[config.mk]
export PLATFORM = sky130hd
export DESIGN_NAME = aib_rx_dly_train
export DESIGN_NICKNAME = d
export VERILOG_FILES = /design/src/rtl/aib_train_pkg.sv /design/src/rtl/aib_train_win.sv /design/src/rtl/aib_rx_dly_train.sv
export SDC_FILE = /design/constraint.sdc
export NUM_CORES = 1
export LEC_CHECK = 0
export ABC_AREA = 1
export ABC_CLOCK_PERIOD_IN_PS = 2400
export CAP_MARGIN = 10
export CORE_MARGIN = 2
export CORE_UTILIZATION = 50
export DETAILED_ROUTE_END_ITERATION = 12
export PLACE_DENSITY = 0.7
export SYNTH_ARGS = -nofsm -noshare
export SYNTH_HDL_FRONTEND = slang
export SYNTH_SLANG_ARGS = --single-unit
export TNS_END_PERCENT = 100
[constraint.sdc]
create_clock -name i_clk -period 2.4 [get_ports i_clk]
set_input_delay 0.36 -clock i_clk [delete_from_list [all_inputs] [get_ports i_clk]]
set_output_delay 0.36 -clock i_clk [all_outputs]
set_load 0.005 [all_outputs]
[src/rtl/aib_train_pkg.sv]
// Shared types and helpers for the AIB receive delay-tap training sequencer.
package aib_train_pkg;

  localparam int unsigned TapW = 8;

  typedef enum logic [2:0] {
    ST_IDLE,
    ST_SET_TAP,
    ST_SETTLE,
    ST_CHECK,
    ST_EVAL,
    ST_COMMIT,
    ST_DONE
  } train_state_e;

  // Midpoint of a window, summed one bit wider so 255+255 cannot wrap.
  function automatic logic [TapW-1:0] tap_centre(input logic [TapW-1:0] lo,
                                                 input logic [TapW-1:0] hi);
    logic [TapW:0] sum;
    sum = {1'b0, lo} + {1'b0, hi};
    return sum[TapW:1];
  endfunction

endpackage

[src/rtl/aib_train_win.sv]
// Single-lane passing-window tracker: records the first contiguous run of
// passing taps and reports its width check and centre.
module aib_train_win
  import aib_train_pkg::*;
#(
  parameter int unsigned MinWindow = 4
) (
  input  logic            clk,
  input  logic            rst_n,
  input  logic            valid,
  input  logic            pass,
  input  logic            clr,
  input  logic [TapW-1:0] tap,
  output logic            in_window,
  output logic            width_ok_c,
  output logic [TapW-1:0] centre_c
);

  localparam int unsigned WidthW = TapW + 1;

  logic [TapW-1:0]   win_start;
  logic [TapW-1:0]   win_end;
  logic [WidthW-1:0] width_c;

  // Open on the first pass, extend on each further pass; a fail is handled by the sequencer.
  always_ff @(posedge clk or negedge rst_n) begin
    if (!rst_n) begin
      in_window <= 1'b0;
      win_start <= '0;
      win_end   <= '0;
    end else if (clr) begin
      in_window <= 1'b0;
      win_start <= '0;
      win_end   <= '0;
    end else if (valid && pass) begin
      if (!in_window) begin
        in_window <= 1'b1;
        win_start <= tap;
      end
      win_end <= tap;
    end
  end

  always_comb begin
    width_c    = {1'b0, win_end} - {1'b0, win_start} + WidthW'(1);
    width_ok_c = in_window && (width_c >= WidthW'(MinWindow));
    centre_c   = tap_centre(win_start, win_end);
  end

endmodule

[src/rtl/aib_rx_dly_train.sv]
// Receive delay-tap training sequencer: sweeps each lane's rx delay tap in turn
// and commits the centre of the first passing window found against a static pattern.
module aib_rx_dly_train
  import aib_train_pkg::*;
#(
  parameter int unsigned     NumIo        = 1,
  parameter int unsigned     SettleCycles = 4,
  parameter int unsigned     CheckCycles  = 8,
  parameter logic [TapW-1:0] MaxTap       = 8'd255,
  parameter int unsigned     MinWindow    = 4,
  parameter logic [TapW-1:0] DefaultTap   = 8'd64,
  parameter logic            ExpData0     = 1'b1,
  parameter logic            ExpData1     = 1'b0
) (
  input  logic                       i_clk,
  input  logic                       i_rst_n,
  input  logic                       i_start,
  input  logic [NumIo-1:0]           i_rx_data0,
  input  logic [NumIo-1:0]           i_rx_data1,
  output logic [NumIo-1:0][TapW-1:0] o_rx_dly_tap,
  output logic                       o_busy,
  output logic                       o_done,
  output logic                       o_fail,
  output logic [NumIo-1:0]           o_lane_pass
);

  localparam int unsigned LaneW = (NumIo > 1) ? $clog2(NumIo) : 1;
  localparam int unsigned CntW  = 16;

  train_state_e               state;
  logic [LaneW-1:0]           lane;
  logic [TapW-1:0]            tap;
  logic [CntW-1:0]            cnt;
  logic                       tap_ok;
  logic [NumIo-1:0][TapW-1:0] saved;

  logic            lane_match_c;
  logic            eval_c;
  logic            commit_c;
  logic            in_window;
  logic            width_ok_c;
  logic [TapW-1:0] centre_c;

  always_comb begin
    lane_match_c = (i_rx_data0[lane] == ExpData0) && (i_rx_data1[lane] == ExpData1);
    eval_c       = (state == ST_EVAL);
    commit_c     = (state == ST_COMMIT);
  end

  aib_train_win #(
    .MinWindow (MinWindow)
  ) u_win (
    .clk        (i_clk),
    .rst_n      (i_rst_n),
    .valid      (eval_c),
    .pass       (tap_ok),
    .clr        (commit_c),
    .tap        (tap),
    .in_window  (in_window),
    .width_ok_c (width_ok_c),
    .centre_c   (centre_c)
  );

  // Sequencer: one lane at a time, each tap costs SET_TAP + settle + check + EVAL.
  always_ff @(posedge i_clk or negedge i_rst_n) begin
    if (!i_rst_n) begin
      state        <= ST_IDLE;
      lane         <= '0;
      tap          <= '0;
      cnt          <= '0;
      tap_ok       <= 1'b0;
      saved        <= '0;
      o_rx_dly_tap <= {NumIo{DefaultTap}};
      o_busy       <= 1'b0;
      o_done       <= 1'b0;
      o_fail       <= 1'b0;
      o_lane_pass  <= '0;
    end else begin
      o_done <= 1'b0;
      case (state)
        ST_IDLE: begin
          if (i_start) begin
            lane        <= '0;
            tap         <= '0;
            o_fail      <= 1'b0;
            o_lane_pass <= '0;
            saved       <= o_rx_dly_tap;
            o_busy      <= 1'b1;
            state       <= ST_SET_TAP;
          end
        end
        ST_SET_TAP: begin
          o_rx_dly_tap[lane] <= tap;
          cnt                <= CntW'(SettleCycles - 1);
          state              <= ST_SETTLE;
        end
        ST_SETTLE: begin
          if (cnt == '0) begin
            cnt    <= CntW'(CheckCycles - 1);
            tap_ok <= 1'b1;
            state  <= ST_CHECK;
          end else begin
            cnt <= cnt - CntW'(1);
          end
        end
        ST_CHECK: begin
          tap_ok <= tap_ok & lane_match_c;
          if (cnt == '0) begin
            state <= ST_EVAL;
          end else begin
            cnt <= cnt - CntW'(1);
          end
        end
        ST_EVAL: begin
          // A fail after the window opened ends the sweep: later windows are never used.
          if ((!tap_ok && in_window) || (tap == MaxTap)) begin
            state <= ST_COMMIT;
          end else begin
            tap   <= tap + TapW'(1);
            state <= ST_SET_TAP;
          end
        end
        ST_COMMIT: begin
          if (width_ok_c) begin
            o_rx_dly_tap[lane] <= centre_c;
            o_lane_pass[lane]  <= 1'b1;
          end else begin
            o_rx_dly_tap[lane] <= saved[lane];
            o_fail             <= 1'b1;
          end
          if (lane == LaneW'(NumIo - 1)) begin
            o_done <= 1'b1;
            state  <= ST_DONE;
          end else begin
            lane  <= lane + LaneW'(1);
            tap   <= '0;
            state <= ST_SET_TAP;
          end
        end
        ST_DONE: begin
          o_busy <= 1'b0;
          state  <= ST_IDLE;
        end
        default: state <= ST_IDLE;
      endcase
    end
  end

endmodule

==> results.toml <==
[setup_path]
cp_slowest_stage_delay_ps = 420
cp_data_required_time_ps = 2690
worstPathCellList = "ha_4, inv_4, ha_4, inv_2, fa_2, inv_2, buf_6, or2_1, a21boi_2, nand3_2, nor2_4, nand2_4, nand2_8, nand3_2, nand3_2, nand2_1, inv_1"
start_kind = "flop"
worst-setup-path-type = "flop to flop"
path_common_cell = "nand3_2"
crit_fanout = 6
critPathCaptureType = "flop"
slowest_stage = "dfrtp_1"
crit_arrival_ps = 2830

[timing]
fmax_ghz = 0.394
setup_viol = 10
fin_crit_sh = 1.06
rsz0062_at_grt = "true"
fin_crit_ps = 2540
relSlewSlack = 0.492
worstMarginPinSlew_ps = 762
holdWs_ps = 50.3
hold_violations = 0
fin_ws_ps = -140
drv_slew = 0
finClkSkew_ps = 16.1

[yosys]
syn_inst = 540
synth_most_common_cell = "nand2_1"
synth_top_area_share = 0.381
synthArstFlopShare = 1.00
ys_ff_latch = 65
synth_enable_flop_cells = 0
syn_nets = 573
synth_common_cells = "nand2_1, inv_1, dfrtp_1"
yosys.area.top_type = "dfrtp_1"
synth-main-ff-cell = "dfrtp_1"
synth_area_leaders = "dfrtp_1, nand2_1, ha_1"
synth-warning-count = 0
ys_seq_area_frac = 0.387
netlist_area_sq_um = 4210
syn_area_per_cell_sq_um = 7.79
ys_types = 44

[run_status]
status = "finished, violations left"
violations = "setup timing"

[routing]
wl_per_cell_microns = 14.6
num_vias = 3693
routed_wl_microns = 10100
drt_iter0_drc = 191
via_per_inst = 5.37
remaining_drc_errors = 0
drtPass1Iterations = 5
ant_nets = 0

[place]
placed_cell_area_sq_um = 4550
post-place-cells = 665
dp_slack_ps = -199
port_buffers = 16
dp_hpwl_microns = 7170
gp_congestion = 0.875

[power_and_ir_drop]
leakage_uw = 0.00252
power_density_nw_per_um2 = 1110
ir_worst_vdd_uv = 715

[grt]
antenna_found_initial = 0
grt_pass1_vias = 3520
grt.overflow.total = 0
grt_use_total = 0.233
grt_first_pass_wirelength_microns = 16400
grt_max_degree = 39

[floorplan]
die_h_microns = 95.7
rows = 33
dieWidth_microns = 95.7
start_util = 0.514
core_sq_um = 8180
io_pins = 17
dieArea_sq_um = 9160

[cells_and_area]
fin_area_sq_um = 4970
n_antenna_cell = 0
finalNonFillerCells = 688
drive_above_1_share = 0.184
final_nets = 611
syn2layout_area_growth_pct = 18.1

[clocking]
cts_hold_buf = 0
path_clk_slew_ps = 90
cts_buffers = 9
cts_root_buffer = "clkbuf_8"
h-tree-depth = 3
clkSinkCount = 65
clock_path_buffers = 2
clk_latency_ps = 360
tritoncts = "done"

[worst_hold_path]
hp-class = "input pin to async pin"

[job]
max-cap-violations = 0
per-layer routing:
layer	GRT usage	vias to the layer above	part of all wire
met5	0	-	0
met4	0.100	0	0.038
met3	0.0439	36	0.049
met2	0.403	122	0.50
met1	0.283	1714	0.42
li1	-	1821	-
final cells by class:
type	instances	area, sq um
Clock buffer	9	124
Tap cell	105	131
Inverter	85	322
Clock inverter	7	78.8
Sequential cell	65	1630
Fill cell	708	3210
Multi-Input combinational cell	384	2380
Timing Repair Buffer	33	303
power breakdown:
group | internal [uW] | switching [uW]
combinational | 1010 | 1780
clock | 488 | 478
sequential | 1460 | 324
total | 2960 | 2580
worst max-delay path: cells and delay by family, from the launching register on:
kind	cells	cell delay (ps)
AOI/OAI and AO/OA	1	150
adders and majority gates	3	630
buffers and inverters	5	290
DFF	1	420
and+or+nand+nor	8	980
registers in the layout (all words and copies together), names as in the netlist:
register	cells
cnt	16
o_done	1
o_rx_dly_tap	8
state	3
o_busy	1
o_lane_pass	1
u_win.in_window	1
u_win.win_end	8
tap	8
u_win.win_start	8
tap_ok	1
o_fail	1
saved	8
metrics by stage:
step	utilization	power, uW	setup TNS, ps
finish	0.608	5540	-1090
global route	0.608	5970	-2120
CTS	0.599	5500	-561
detailed placement	0.557	4330	-1480
global placement	0.557	4240	-180
floorplan	-	3600	0
cell usage in the layout, fill, tap and decap left out, types with 2 or more instances in the layout:
cell               n
a21oi_1           19
a21oi_2            3
a31oi_1            2
buf_4             14
buf_6              2
clkbuf_8           9
clkdlybuf4s50_1   15
clkinv_4           4
dfrtp_1           64
ha_1              24
ha_4               2
inv_1             70
inv_2             14
nand2_1          127
nand2_2            6
nand2_4            4
nand3_1           27
nand3_2           14
nand4_1           14
nor2_1            42
nor2_2             6
nor2_4             6
nor2_8             2
nor3_1             5
nor3b_2            4
nor4_1             2
o21ai_0           23
o21ai_1            8
o22ai_1            4
o31ai_1            4
or2_1              2
xnor2_1            4
xor2_1            13
what timing repair did:
item	4_1_cts	5_1_grt
pin swaps	9	10
setup endpoints to repair	10	10
gates resized for setup	31	12
buffers inserted	1	4
cloned	2	0
cell families (layout without fill, tap and decap cells):
logic type	count (synthesis)	count (layout)	share of synthesized area
adder cells (fa/ha/maj)	28	28	0.0869
flip-flops	65	65	0.387
XOR/XNOR	17	17	0.0354
AO/OA/AOI/OAI	71	71	0.0967
buffers and inverters	93	134	0.0857
AND/OR/NAND/NOR	266	268	0.308
worst paths after layout:
kind / slack (ps) / cells after the start / startpoint / endpoint
worst min register to register: 490 / 2 / tap_ok / tap_ok
worst min-delay path: 50 / 1 / i_rst_n / saved[1]
min in group i_clk: 490 / 2 / tap_ok / tap_ok
max in group asynchronous: 1680 / 2 / i_rst_n / cnt[6]
worst max-delay path: -140 / 17 / u_win.win_start[1] / o_rx_dly_tap[2]
worst max register to register: -140 / 17 / u_win.win_start[1] / o_rx_dly_tap[2]
Power figures use the tool's default switching activity.
